$ cat config.mk
export PLATFORM = sky130hd
export DESIGN_NAME = fir_decimator
export DESIGN_NICKNAME = d
export VERILOG_FILES = /design/src/rtl/fir_decimator.sv
export SDC_FILE = /design/constraint.sdc
export NUM_CORES = 1
export LEC_CHECK = 0
export ABC_AREA = 1
export CORE_AREA = 2 2 92 72
export DETAILED_ROUTE_END_ITERATION = 6
export DIE_AREA = 0 0 94 74
export PLACE_DENSITY = 0.87
export SYNTH_ARGS = -nofsm -noshare
export SYNTH_HDL_FRONTEND = slang
export SYNTH_SLANG_ARGS = --single-unit
$ cat constraint.sdc
create_clock -name clk -period 7.61 [get_ports clk]
set_clock_uncertainty 0.1 [all_clocks]
set_input_delay 1.1415 -clock clk [delete_from_list [all_inputs] [get_ports clk]]
set_output_delay 1.1415 -clock clk [all_outputs]
set_load 0.02 [all_outputs]
$ cat src/rtl/fir_decimator.sv
// Decimating accumulator behind a FIR filter: sums DECIM samples, rounds, shifts and queues results in a small FIFO.
// Define FIR_DECIMATOR_SAT_EN to saturate results to OUT_WIDTH; otherwise results wrap to their low OUT_WIDTH bits.
module fir_decimator #(
  parameter int IN_WIDTH   = 16,
  parameter int OUT_WIDTH  = 8,
  parameter int DECIM      = 4,
  parameter int SHIFT      = 2,
  parameter int FIFO_DEPTH = 4
) (
  input  logic                        clk,
  input  logic                        rst,
  input  logic                        in_valid,
  input  logic signed [IN_WIDTH-1:0]  in_data,
  output logic                        out_valid,
  input  logic                        out_ready,
  output logic signed [OUT_WIDTH-1:0] out_data,
  output logic                        drop
);

  localparam int PW  = $clog2(DECIM);
  localparam int AW  = IN_WIDTH + PW;
  localparam int RW  = AW + 1;
  localparam int FPW = $clog2(FIFO_DEPTH);
  localparam int CW  = FPW + 1;
  localparam logic [PW-1:0]        LAST_PHASE = PW'(DECIM - 1);
  localparam logic [CW-1:0]        DEPTH_C    = CW'(FIFO_DEPTH);
  localparam logic signed [RW-1:0] RND_C      = {{(RW-1){1'b0}}, 1'b1} << (SHIFT - 1);

  // Narrow the shifted result to the output width (saturating or wrapping).
  function automatic logic signed [OUT_WIDTH-1:0] reduce(input logic signed [RW-1:0] v);
    logic signed [OUT_WIDTH-1:0] r;
`ifdef FIR_DECIMATOR_SAT_EN
    if (!v[RW-1] && (|v[RW-2:OUT_WIDTH-1])) begin
      r = {1'b0, {(OUT_WIDTH-1){1'b1}}};
    end else if (v[RW-1] && !(&v[RW-2:OUT_WIDTH-1])) begin
      r = {1'b1, {(OUT_WIDTH-1){1'b0}}};
    end else begin
      r = v[OUT_WIDTH-1:0];
    end
`else
    r = v[OUT_WIDTH-1:0];
`endif
    return r;
  endfunction

  logic [PW-1:0]               phase_r;
  logic signed [AW-1:0]        acc_r;
  logic signed [AW-1:0]        sum_r;
  logic                        dump_r;
  logic signed [AW-1:0]        in_ext_s;
  logic signed [RW-1:0]        rnd_s;
  logic signed [RW-1:0]        shifted_s;
  logic signed [OUT_WIDTH-1:0] res_s;

  logic signed [OUT_WIDTH-1:0] mem_r [FIFO_DEPTH];
  logic [FPW-1:0]              wptr_r;
  logic [FPW-1:0]              rptr_r;
  logic [CW-1:0]               count_r;
  logic                        pop_s;
  logic                        full_s;
  logic                        push_s;
  logic                        bypass_s;
  logic [CW-1:0]               count_nxt_s;
  logic [FPW-1:0]              rptr_nxt_s;

  assign in_ext_s  = AW'(in_data);
  assign rnd_s     = RW'(sum_r) + RND_C;
  assign shifted_s = rnd_s >>> SHIFT;
  assign res_s     = reduce(shifted_s);

  assign pop_s       = out_valid && out_ready;
  assign full_s      = (count_r == DEPTH_C);
  assign push_s      = dump_r && (!full_s || pop_s);
  assign count_nxt_s = count_r + CW'(push_s) - CW'(pop_s);
  assign rptr_nxt_s  = rptr_r + FPW'(pop_s);
  // A push into a FIFO that is empty after this edge's pop becomes the new head directly.
  assign bypass_s    = push_s && ((count_r - CW'(pop_s)) == '0);

  // Phase counter, accumulator and dump register.
  always_ff @(posedge clk or negedge rst) begin
    if (!rst) begin
      phase_r <= '0;
      acc_r   <= '0;
      sum_r   <= '0;
      dump_r  <= 1'b0;
    end else begin
      dump_r <= 1'b0;
      if (in_valid) begin
        if (phase_r == LAST_PHASE) begin
          sum_r   <= acc_r + in_ext_s;
          acc_r   <= '0;
          phase_r <= '0;
          dump_r  <= 1'b1;
        end else begin
          acc_r   <= acc_r + in_ext_s;
          phase_r <= phase_r + PW'(1);
        end
      end else begin
        acc_r   <= acc_r;
        phase_r <= phase_r;
      end
    end
  end

  // FIFO storage; data entries need no reset.
  always_ff @(posedge clk) begin
    if (push_s) begin
      mem_r[wptr_r] <= res_s;
    end
  end

  // FIFO pointers, registered head, valid and sticky drop flag.
  always_ff @(posedge clk or negedge rst) begin
    if (!rst) begin
      wptr_r    <= '0;
      rptr_r    <= '0;
      count_r   <= '0;
      out_valid <= 1'b0;
      out_data  <= '0;
      drop      <= 1'b0;
    end else begin
      wptr_r    <= push_s ? wptr_r + FPW'(1) : wptr_r;
      rptr_r    <= rptr_nxt_s;
      count_r   <= count_nxt_s;
      out_valid <= (count_nxt_s != '0);
      if (bypass_s) begin
        out_data <= res_s;
      end else if (count_nxt_s != '0) begin
        out_data <= mem_r[rptr_nxt_s];
      end else begin
        out_data <= out_data;
      end
      if (dump_r && full_s && !pop_s) begin
        drop <= 1'b1;
      end else begin
        drop <= drop;
      end
    end
  end

endmodule

After elaboration in Yosys (flattened, before gate mapping):

Memory sizes are Yosys's and may differ from the RTL's.
Index checks and enable logic that the tools add are counted.

* flip-flop bits (word level): 48
* bits in latches: 0
* memory bits (writable): 32
* memory bits (read-only): 0
* bits of input ports: 20
* memories kept: 1

Memory list
* mem_r: depth 4, bits a word 8, read ports 1, clocked after Yosys merged registers in 0, wr ports 1, RTL line 55 `logic signed [OUT_WIDTH-1:0] mem_r [FIFO_DEPTH];`

* add/subtract/negate cells: 8
* $mul: 0
* divide/modulo/power cells: 0
* magnitude comparators: 0
* equality and inequality tests: 2
* shift operators: 0
* mux-type cells: 8
* bitwise operators: 0
* reductions and logical operators: 12

Operators by type and width (number)
* adder 18 x 16 -> 18 bit: 1
* 2-to-1 mux 18 bit: 1
* 2-to-1 mux 8 bit: 2
* adder 10 x 3 -> 10 bit, second input constant: 1
* subtractor 3 x 1 -> 3 bit: 2
* logical AND 1 bit: 5
* adder 2 x 1 -> 2 bit, second input constant: 2
* 2-to-1 mux 1 bit: 4
* adder 3 x 1 -> 3 bit: 1
* equality test 3 bit, second input constant: 1
* zero test 3 bit: 1
* nonzero test 3 bit: 1
* adder 2 x 1 -> 2 bit: 1
* equality test 2 bit, second input constant: 1
* zero test 1 bit: 2
* 2-to-1 mux 2 bit: 1
* AND reduction 2 bit: 1
* nonzero test 2 bit: 1
* logical OR 1 bit: 1

Logic depth before layout (Yosys ltp):

Gate-level depths: netlist of run 1.

* word-level depth: 9
* mapped depth: 15

Least setup slack after synthesis of run 1:

No wires, ideal clock.

* path kind: in2reg
* from: in out_ready
* to: reg out_data[0]
* library setup time: 116 ps
* data arrival time: 3224 ps
* required time: 7394 ps
* path slack: 4169 ps
* cell stages on the path: 15
* buffers on the path: 0
* cells stage by stage: nand2_1 > nand2_1 > o21ai_1 > ha_1 > inv_1 > ha_1 > inv_1 > fa_1 > inv_1 > nor2_1 > nand3_4 > nor2_8 > inv_6 > nand2_1 > nand2_1

* word-level cells in the longest chain between the ends: 7

Ends and longest elaborated chain
* start, declared: RTL line 15 `input logic out_ready,`
* logical AND 1 bit (*): RTL line 71 `assign pop_s = out_valid && out_ready;`
* logical OR 1 bit: RTL line 73 `assign push_s = dump_r && (!full_s || pop_s);`
* logical AND 1 bit: RTL line 73
* adder 3 x 1 -> 3 bit: RTL line 74 `assign count_nxt_s = count_r + CW'(push_s) - CW'(pop_s);`
* subtractor 3 x 1 -> 3 bit (*): RTL line 74
* via count_nxt_s[1]: RTL line 63 `logic [CW-1:0] count_nxt_s;`
* nonzero test 3 bit (*): RTL line 128 `end else if (count_nxt_s != '0) begin`
* nonzero test 2 bit (no line) (*)
* end signal, assigned: RTL line 127 `out_data <= res_s;`
* end signal, assigned: RTL line 129 `out_data <= mem_r[rptr_nxt_s];`
* end signal, assigned: RTL line 131 `out_data <= out_data;`
* end, declared: RTL line 16 `output logic signed [OUT_WIDTH-1:0] out_data,`

Mark *: on every way through the listed nets, which the timed path passes. The rest lies on a longest branch. The select of a mux whose other input is x is not followed.
A chain may end at the register's enable or synchronous reset.

Final worst setup path of run 1:

* from: in out_ready
* to: reg out_data[3]

Same word-level chain as after synthesis.

==> results of run 1 <==
## cell usage in the layout, fill, tap and decap left out, drive strengths merged
cell and count:
nand2 160, nand4 3, clkinvlp 1, bufinv 2
clkbuf 10, a22o 1, o21ai 28, clkdlybuf4s50 22
xor2 5, o21a 1, edfxtp 32, a21o 1
inv 49, fa 2, nor2 20, nand3b 3
buf 1, xnor2 5, nand3 27, a21oi 5
clkinv 3, ha 19, dfrtp 39
## cells by family after synthesis
group | Yosys count
flip-flops | 71
AO/OA/AOI/OAI | 36
buffers and inverters | 54
XOR/XNOR | 10
adder cells (fa/ha/maj) | 21
AND/OR/NAND/NOR | 213
## state kept, by name, indices dropped and copies added (netlist names)
name       cells
sum_r          9
count_r        3
rptr_r         2
mem_r         32
out_valid      1
out_data       8
wptr_r         2
drop           1
dump_r         1
acc_r         10
phase_r        2
## path summary, 6_finish.rpt
kind | endpoint | slack, ps
setup reg to reg | out_data[3]$_DFFE_PN0P_ | 4570
setup / recovery | out_data[3]$_DFFE_PN0P_ | 3790
min in group asynchronous | phase_r[0]$_DFFE_PN0P_ | 810
max in group asynchronous | count_r[0]$_DFF_PN0_ | 6050
hold reg to reg | drop$_DFFE_PN0P_ | 360
hold / removal | drop$_DFFE_PN0P_ | 360
## stage by stage
| step | hold WS, ps | util, % | setup slack (ps) |
|---|---|---|---|
| finish | 363 | 68.1 | 3790 |
| floorplan | 346 | - | 4170 |
| global placement | 350 | 64.6 | 3550 |
| CTS | 366 | 68.1 | 3790 |
| detailed placement | 348 | 64.6 | 3400 |
| global route | 397 | 68.1 | 3570 |
## critical path, stage by stage
cell	delay (ps)
clkdlybuf4s50_1	400
nand2_1	90
nand2_1	110
o21ai_1	410
ha_1	320
inv_1	60
ha_1	130
inv_1	50
fa_1	470
inv_1	50
nor2_1	160
nand3_4	160
nor2_8	230
inv_6	60
nand2_1	60
nand2_1	60
## metal layers
metal  vias to the layer above  wire length [um]  track usage [%]  part of all wire, %
met5                         -                 0                0                    0
li1                       1351                 -                -                    -
met1                      1279              3100             29.7                   44
met4                         0               123             8.37                  1.7
met2                        63              3460             36.3                   49
met3                        11               367             7.60                  5.2
## power groups by stage
stage / Clock (uW) / Combinational, uW / Sequential (uW)
6_report: 324 / 794 / 622
2_1_floorplan: 0 / 558 / 642
3_3_place_gp: 0 / 746 / 622
3_5_place_dp: 0 / 783 / 628
4_1_cts: 327 / 792 / 622
5_1_grt: 341 / 908 / 635
## final cells by class
type | count | area, um^2 | area share (%)
Sequential cell | 71 | 1940 | 46.6
Timing Repair Buffer | 23 | 225 | 5.42
Inverter | 49 | 196 | 4.73
Clock buffer | 10 | 128 | 3.07
Tap cell | 81 | 101 | 2.44
Clock inverter | 6 | 85.1 | 2.05
Multi-Input combinational cell | 280 | 1480 | 35.6
==> flow_summary.toml, run 1 <==
[outcome]
outcome = "completed"

[yosys]
yosysMostFrequentCell = "nand2_1"
syn-cell-area_um2 = 3640
synth_top_family_by_area = "simple AND/OR/NAND/NOR gates"
synth_area_leader_cell = "dfrtp_1"
synthSimpleGateAreaFrac_pct = 25.1
synth_warnings = 0
synth_commonest_cells = "nand2_1 (157), inv_1 (44), dfrtp_1 (39)"
synthAdderAreaFrac_pct = 7.64
synthMuxAreaShare_pct = 0
synthFlopType = "dfrtp_1"
synthTopCellsByArea = "dfrtp_1 (27%), edfxtp_1 (26%), nand2_1 (16%)"
ys_types = 31
async_reset_ff_share_pct = 54.9
synth-xor-area-share_pct = 2.82
seq_area_frac_synth_pct = 53.3
synth_top_area_share_pct = 26.8
synth_cells = 405
syn_area_per_cell_um2 = 8.98
synth_seq_cells = 71
syn_nets = 446
synth_edf_count = 32
synth-compound-area-share_pct = 5.20

[worst_hold_path]
min_path_type = "flip-flop to flip-flop"
whs_path_depth = 1
min_from = "drop$_DFFE_PN0P_"

[global_route]
grt_pass1_wl_mm = 11.8
grt_max_degree = 40
grtUsageTotal_pct = 22.8
antenna_found_initial = 0
grt_overflow_total = 0
grt_pass1_vias = 2576

[critical_path]
cp_data_required_time_ps = 7750
worstRegToRegCells = 15
setup.worst_path.start_class = "primary input"
arrival_ps = 3960
crit_path_end_kind = "flip-flop"
cp-startpoint = "out_ready"
crit_fanout = 9
r2r-start = "count_r[1]$_DFF_PN0_"
crit_type = "primary input to flip-flop"

[timing]
finalCritPeriodShare_pct = 50.2
fmax_ghz = 0.262
slew_viol_final = 0
rsz0062_at_grt = "false"
min_period_ps = 3820
worst_slew_pin_slew_ps = 881
setup_viol = 0
setup_tns_ps = 0
final_hold_viol_count = 0
relSlewSlack_pct = 41.2

[routing]
first_iter_violations = 183
viasPerCell = 5.20
routedWlPerCell_um = 13.6
drc = 0
dr.pass1.iters = 4
antenna_left = 0
vias = 2704
wl_mm = 7.05

[finish]
final.fill_count = 426
syn_to_final_growth_pct = 14.2
stdcell_area_um2 = 4150
diodes = 0
fin_nets = 475
drive_above_1_share_pct = 7.29
final_cells = 520

[floorplan]
die_y_um = 74
die_area_um2 = 6960
fp.dieW_um = 94
io_pins = 30
start_util_pct = 59.6
core_area_um2 = 6100
rows = 25

[clock_tree]
clock_latency_ps = 350
root_buffer = "clkbuf_8"
cts.sinks = 71
cts_resized = 0
cts_tree = "yes"
ctsHoldBuffers = 0
path_clk_slew_ps = 70
clk_path_buf_depth = 2
cts_buffers = 9
h-tree-depth = 3
postCtsSetupRepairBufs = 0

[pwr]
fin_total_pwr_uw = 1740
sw_frac_of_total_pct = 41.5
p_clk_share_pct = 18.6
intPower_uw = 1020
ir_worst_vdd_uv = 230
p_sw_uw = 722
powerDensity_nw_per_um2 = 419
combPwrFrac_pct = 45.6
leakage_uw = 0.00200
pwr-share-seq_pct = 35.7

[job]
maxCapViolations = 0

[placement]
place_congestion = 0.862
portBuffers = 23
dpl-instance-area_um2 = 3940
dp.cells = 504
dp_hpwl_mm = 4.96
No activity file was read; power rests on OpenSTA's default activity.
==> run 2: changes to the inputs <==
Settings changed: CORE_AREA 2 2 92 72 to 2 2 100 78, DIE_AREA 0 0 94 74 to 0 0 102 80, PLACE_DENSITY 0.87 to 0.79.
Clock period 7.61 ns to 3.35 ns, I/O delays scaled along.
==> run 2 against run 1 <==
Compared with the run above: via count is 2.9% lower; non-clock buffer count is 5 higher; sequential cell count stayed put; combinational power is 130% higher; clock power grew to 2.5 times the previous value; worst hold slack worse by 180 ps; count of clock-buffer cells in the layout stayed put; global-route usage is 4.3 points lower; largest cell class unchanged; largest power group unchanged.
==> flow_summary.toml, run 2 (synthesis results as in run 1) <==
[floorplan]
fp.dieW_um = 102
start_util_pct = 50.8
die_area_um2 = 8160
rows = 27
core_area_um2 = 7160
io_pins = 30
die_y_um = 80

[clock_tree]
clock_latency_ps = 340
postCtsSetupRepairBufs = 0
clk_path_buf_depth = 2
cts.sinks = 71
ctsHoldBuffers = 0
cts_buffers = 9
cts_resized = 0
cts_tree = "yes"
path_clk_slew_ps = 80
root_buffer = "clkbuf_8"
h-tree-depth = 3

[timing]
setup_viol = 0
relSlewSlack_pct = 42.2
slew_viol_final = 0
setup_tns_ps = 0
finalCritPeriodShare_pct = 87.2
min_period_ps = 2920
rsz0062_at_grt = "false"
worst_slew_pin_slew_ps = 868
final_hold_viol_count = 0
fmax_ghz = 0.342

[routing]
antenna_left = 0
routedWlPerCell_um = 12.3
viasPerCell = 4.82
dr.pass1.iters = 4
drc = 0
vias = 2625
wl_mm = 6.73
first_iter_violations = 138

[critical_path]
arrival_ps = 3050
setup.worst_path.start_class = "primary input"
cp_data_required_time_ps = 3480
r2r-start = "count_r[1]$_DFF_PN0_"
crit_fanout = 9
worstReg2RegEnd = "out_data[3]$_DFFE_PN0P_"
crit_type = "primary input to flip-flop"
rrSetupSlack_ps = 600
worstRegToRegCells = 15
crit_path_end_kind = "flip-flop"

[global_route]
antenna_found_initial = 0
grt_max_degree = 40
grt_pass1_wl_mm = 11.5
grtUsageTotal_pct = 18.4
grt_pass1_vias = 2539
grt_overflow_total = 0

[job]
maxCapViolations = 0

[finish]
syn_to_final_growth_pct = 16.6
drive_above_1_share_pct = 8.33
fin_nets = 480
largest_reg_flops = 32
top_register = "mem_r"
diodes = 0
stdcell_area_um2 = 4240
final_common_cell = "nand2_1"
final_cells = 545
largestRegisters = "mem_r x32, acc_r x10, sum_r x9"
layout_common_cells = "nand2_1 (157), inv_1 (44), dfrtp_1 (39)"

[placement]
dp_hpwl_mm = 4.88
place_congestion = 0.877
dpl-instance-area_um2 = 4000
dp.cells = 529
portBuffers = 23

[worst_hold_path]
min_path_type = "primary input to asynchronous set/reset pin"

[pwr]
fin_total_pwr_uw = 4030
leakage_uw = 0.00203
ir_worst_vdd_uv = 480
powerDensity_nw_per_um2 = 951

[outcome]
outcome = "completed"
[run 2: changes by cell type in the layout (fill, tap and decap cells not counted)]
cell       delta
clkinv_2      -1
buf_4         +5
bufinv_16     +1
[run 2: report_power, final]
group	switching [uW]	internal (uW)	leakage [uW]
registers	172	1240	0.000770
logic	1130	681	0.00115
clock network	321	494	0.000114
total	1620	2410	0.00203
[run 2: stage by stage]
| step | hold WS [ps] | setup slack [ps] | util (%) |
|---|---|---|---|
| CTS | 183 | 427 | 59.2 |
| global placement | 343 | 155 | 55.9 |
| floorplan | 107 | 548 | - |
| finish | 179 | 428 | 59.2 |
| detailed placement | 352 | 66.7 | 55.9 |
| global route | 245 | 211 | 59.2 |
[run 2: critical path: stages]
cell,delay (ps)
clkdlybuf4s50_1,450
nand2_1,60
nand2_1,130
o21ai_1,100
ha_1,290
inv_1,60
ha_1,130
inv_1,50
fa_1,480
inv_1,60
nor2_1,190
nand3_4,160
nor2_8,220
inv_6,60
nand2_1,70
nand2_1,50
[run 2: routing by layer]
layer	part of all wire, %	global-route usage (%)	vias to the layer above
met5	0	0	-
met4	0.37	5.33	0
met2	48	30.5	38
li1	-	-	1367
met3	3.2	4.82	2
met1	48	23.9	1218
[run 2: worst max-delay path by stage]
stage,from,end,slack [ps],cells after the start
6_report,out_ready,out_data[3]$_DFFE_PN0P_,430,16
5_1_grt,out_ready,out_data[5]$_DFFE_PN0P_,210,16
4_1_cts,out_ready,out_data[3]$_DFFE_PN0P_,430,16
3_5_place_dp,out_ready,out_data[5]$_DFFE_PN0P_,70,16
3_3_place_gp,out_ready,out_data[3]$_DFFE_PN0P_,160,16
2_1_floorplan,out_ready,out_data[0]$_DFFE_PN0P_,550,15
[run 2: area by class of cell]
type,count,area [um^2]
Timing Repair Buffer,28,263
Clock inverter,6,110
Tap cell,101,126
Multi-Input combinational cell,280,1480
Inverter,49,196
Sequential cell,71,1940
Fill cell,639,2920
Clock buffer,10,128
==> edit (flow settings as in run 2) <==
Add a define of `FIR_DECIMATOR_SAT_EN`.
--- a/src/rtl/fir_decimator.sv
+++ b/src/rtl/fir_decimator.sv
@@ -1,5 +1,7 @@
 // Decimating accumulator behind a FIR filter: sums DECIM samples, rounds, shifts and queues results in a small FIFO.
 // Define FIR_DECIMATOR_SAT_EN to saturate results to OUT_WIDTH; otherwise results wrap to their low OUT_WIDTH bits.
+`define FIR_DECIMATOR_SAT_EN
+
 module fir_decimator #(
   parameter int IN_WIDTH   = 16,
   parameter int OUT_WIDTH  = 8,
Function: changed (a bounded check fails within 10 cycles, from zero or initial values and one cycle with rst low).
==> edit against run 2 <==
First-iteration DRC count grew to 2.7 times the old value; sequential cell count grew 16; setup slack lost 0.092 ns; power grew 32%; hold slack gained 0.21 ns; cell area grew 34%; wire length grew 70%; synthesized area grew 39%; non-clock buffer count grew 13; largest cell class is now multi-input combinational cells.
==> edit: results (changes against run 2) <==
status -> finished, final reports clean (unchanged)
leading registers by flop count -> mem_r x32, acc_r x18, sum_r x17 (was mem_r x32, acc_r x10, sum_r x9)
FF-to-FF path depth -> 16 (was 15)
Syn Area/Cell -> 8.64 µm² (was 8.98 µm²)
first-pass GRT wire length -> 18.9 mm (was 11.5 mm)
critical path peak fanout -> 8 (was 9)
met1 Use GR -> 45.8% (was 23.9%)
adder-cell share of the synthesized area -> 7.49% (was 7.64%)
CP arrival -> 3.22 ns (was 3.05 ns)
filler instances -> 505 (was 639)
Worst-Skew Late Latency -> 0.36 ns (was 0.34 ns)
worst setup margin -> 0.336 ns (was 0.428 ns)
R2R Path End -> out_data[5] (was out_data[3])
DP Worst Slack -> 0.0262 ns (was 0.0667 ns)
share of layout cells above drive strength 1 -> 11.6% (was 8.33%)
CTS Hold Bufs -> 1 (was 0)
met3 Use GR -> 7.18% (was 4.82%)
Synth Area in Compound Gates -> 7.81% (was 5.20%)
asr flop ratio synth -> 63.2% (was 54.9%)
synth top area cells -> dfrtp_1, edfxtp_1, nand2_1 (unchanged)
synth cell count leaders -> nand2_1, dfrtp_1, inv_1 (was nand2_1, inv_1, dfrtp_1)
Min-Delay Path Class -> reg2reg (was in2async)
NumNets Final -> 676 (was 480)
Reg2Reg Setup Slack -> 0.47 ns (was 0.60 ns)
DR iter-0 viols -> 371 (was 138)
Synth cell types -> 41 (was 31)
CP delay by family, top -> simple AND/OR/NAND/NOR gates (was adder cells)
DP Cell Count -> 716 (was 529)
clock power share -> 13.9% (was 20.2%)
largest net degree at the start of global routing -> 42 (was 40)
Placer Congestion -> 0.925 (was 0.877)
WL/cell -> 15.6 µm (was 12.3 µm)
Sequential Power -> 0.00182 W (was 0.00141 W)
Synth Area in XOR/XNOR -> 3.13% (was 2.82%)
Slew @ Worst Pin -> 1.08 ns (was 0.868 ns)
DR vias -> 4158 (was 2625)
leakage -> 2.63 nW (was 2.03 nW)
placed cell areas -> 5490 µm² (was 4000 µm²)
vias in the first global route -> 3952 (was 2539)
==> edit: layout make-up <==
| cell class | instances | area [µm²] | area share [%] |
|---|---|---|---|
| Timing Repair Buffer | 41 | 378 | 6.63 |
| Tap cell | 101 | 126 | 2.22 |
| Multi-Input combinational cell | 426 | 2430 | 42.6 |
| Inverter | 62 | 233 | 4.08 |
| Clock inverter | 7 | 72.6 | 1.27 |
| Sequential cell | 87 | 2340 | 41.0 |
| Clock buffer | 9 | 124 | 2.17 |
==> edit: tightest hold or removal path, stage by stage, from the launching register on <==
cell     delay, ns
dfrtp_1       0.36
nand2_1       0.06
nand2_1       0.05
==> edit: per-layer routing <==
layer | up-vias | routed length (µm)
li1 | 2033 | -
met1 | 1972 | 5410
met2 | 142 | 5120
met3 | 11 | 791
met4 | 0 | 82
met5 | - | 0
==> edit: cells by family after synthesis <==
group | Yosys count
adders and majority gates | 29
AOI/OAI and AO/OA | 68
DFF | 87
and+or+nand+nor | 304
muxes | 7
xor gates and xnor gates | 18
buffers and inverters | 71
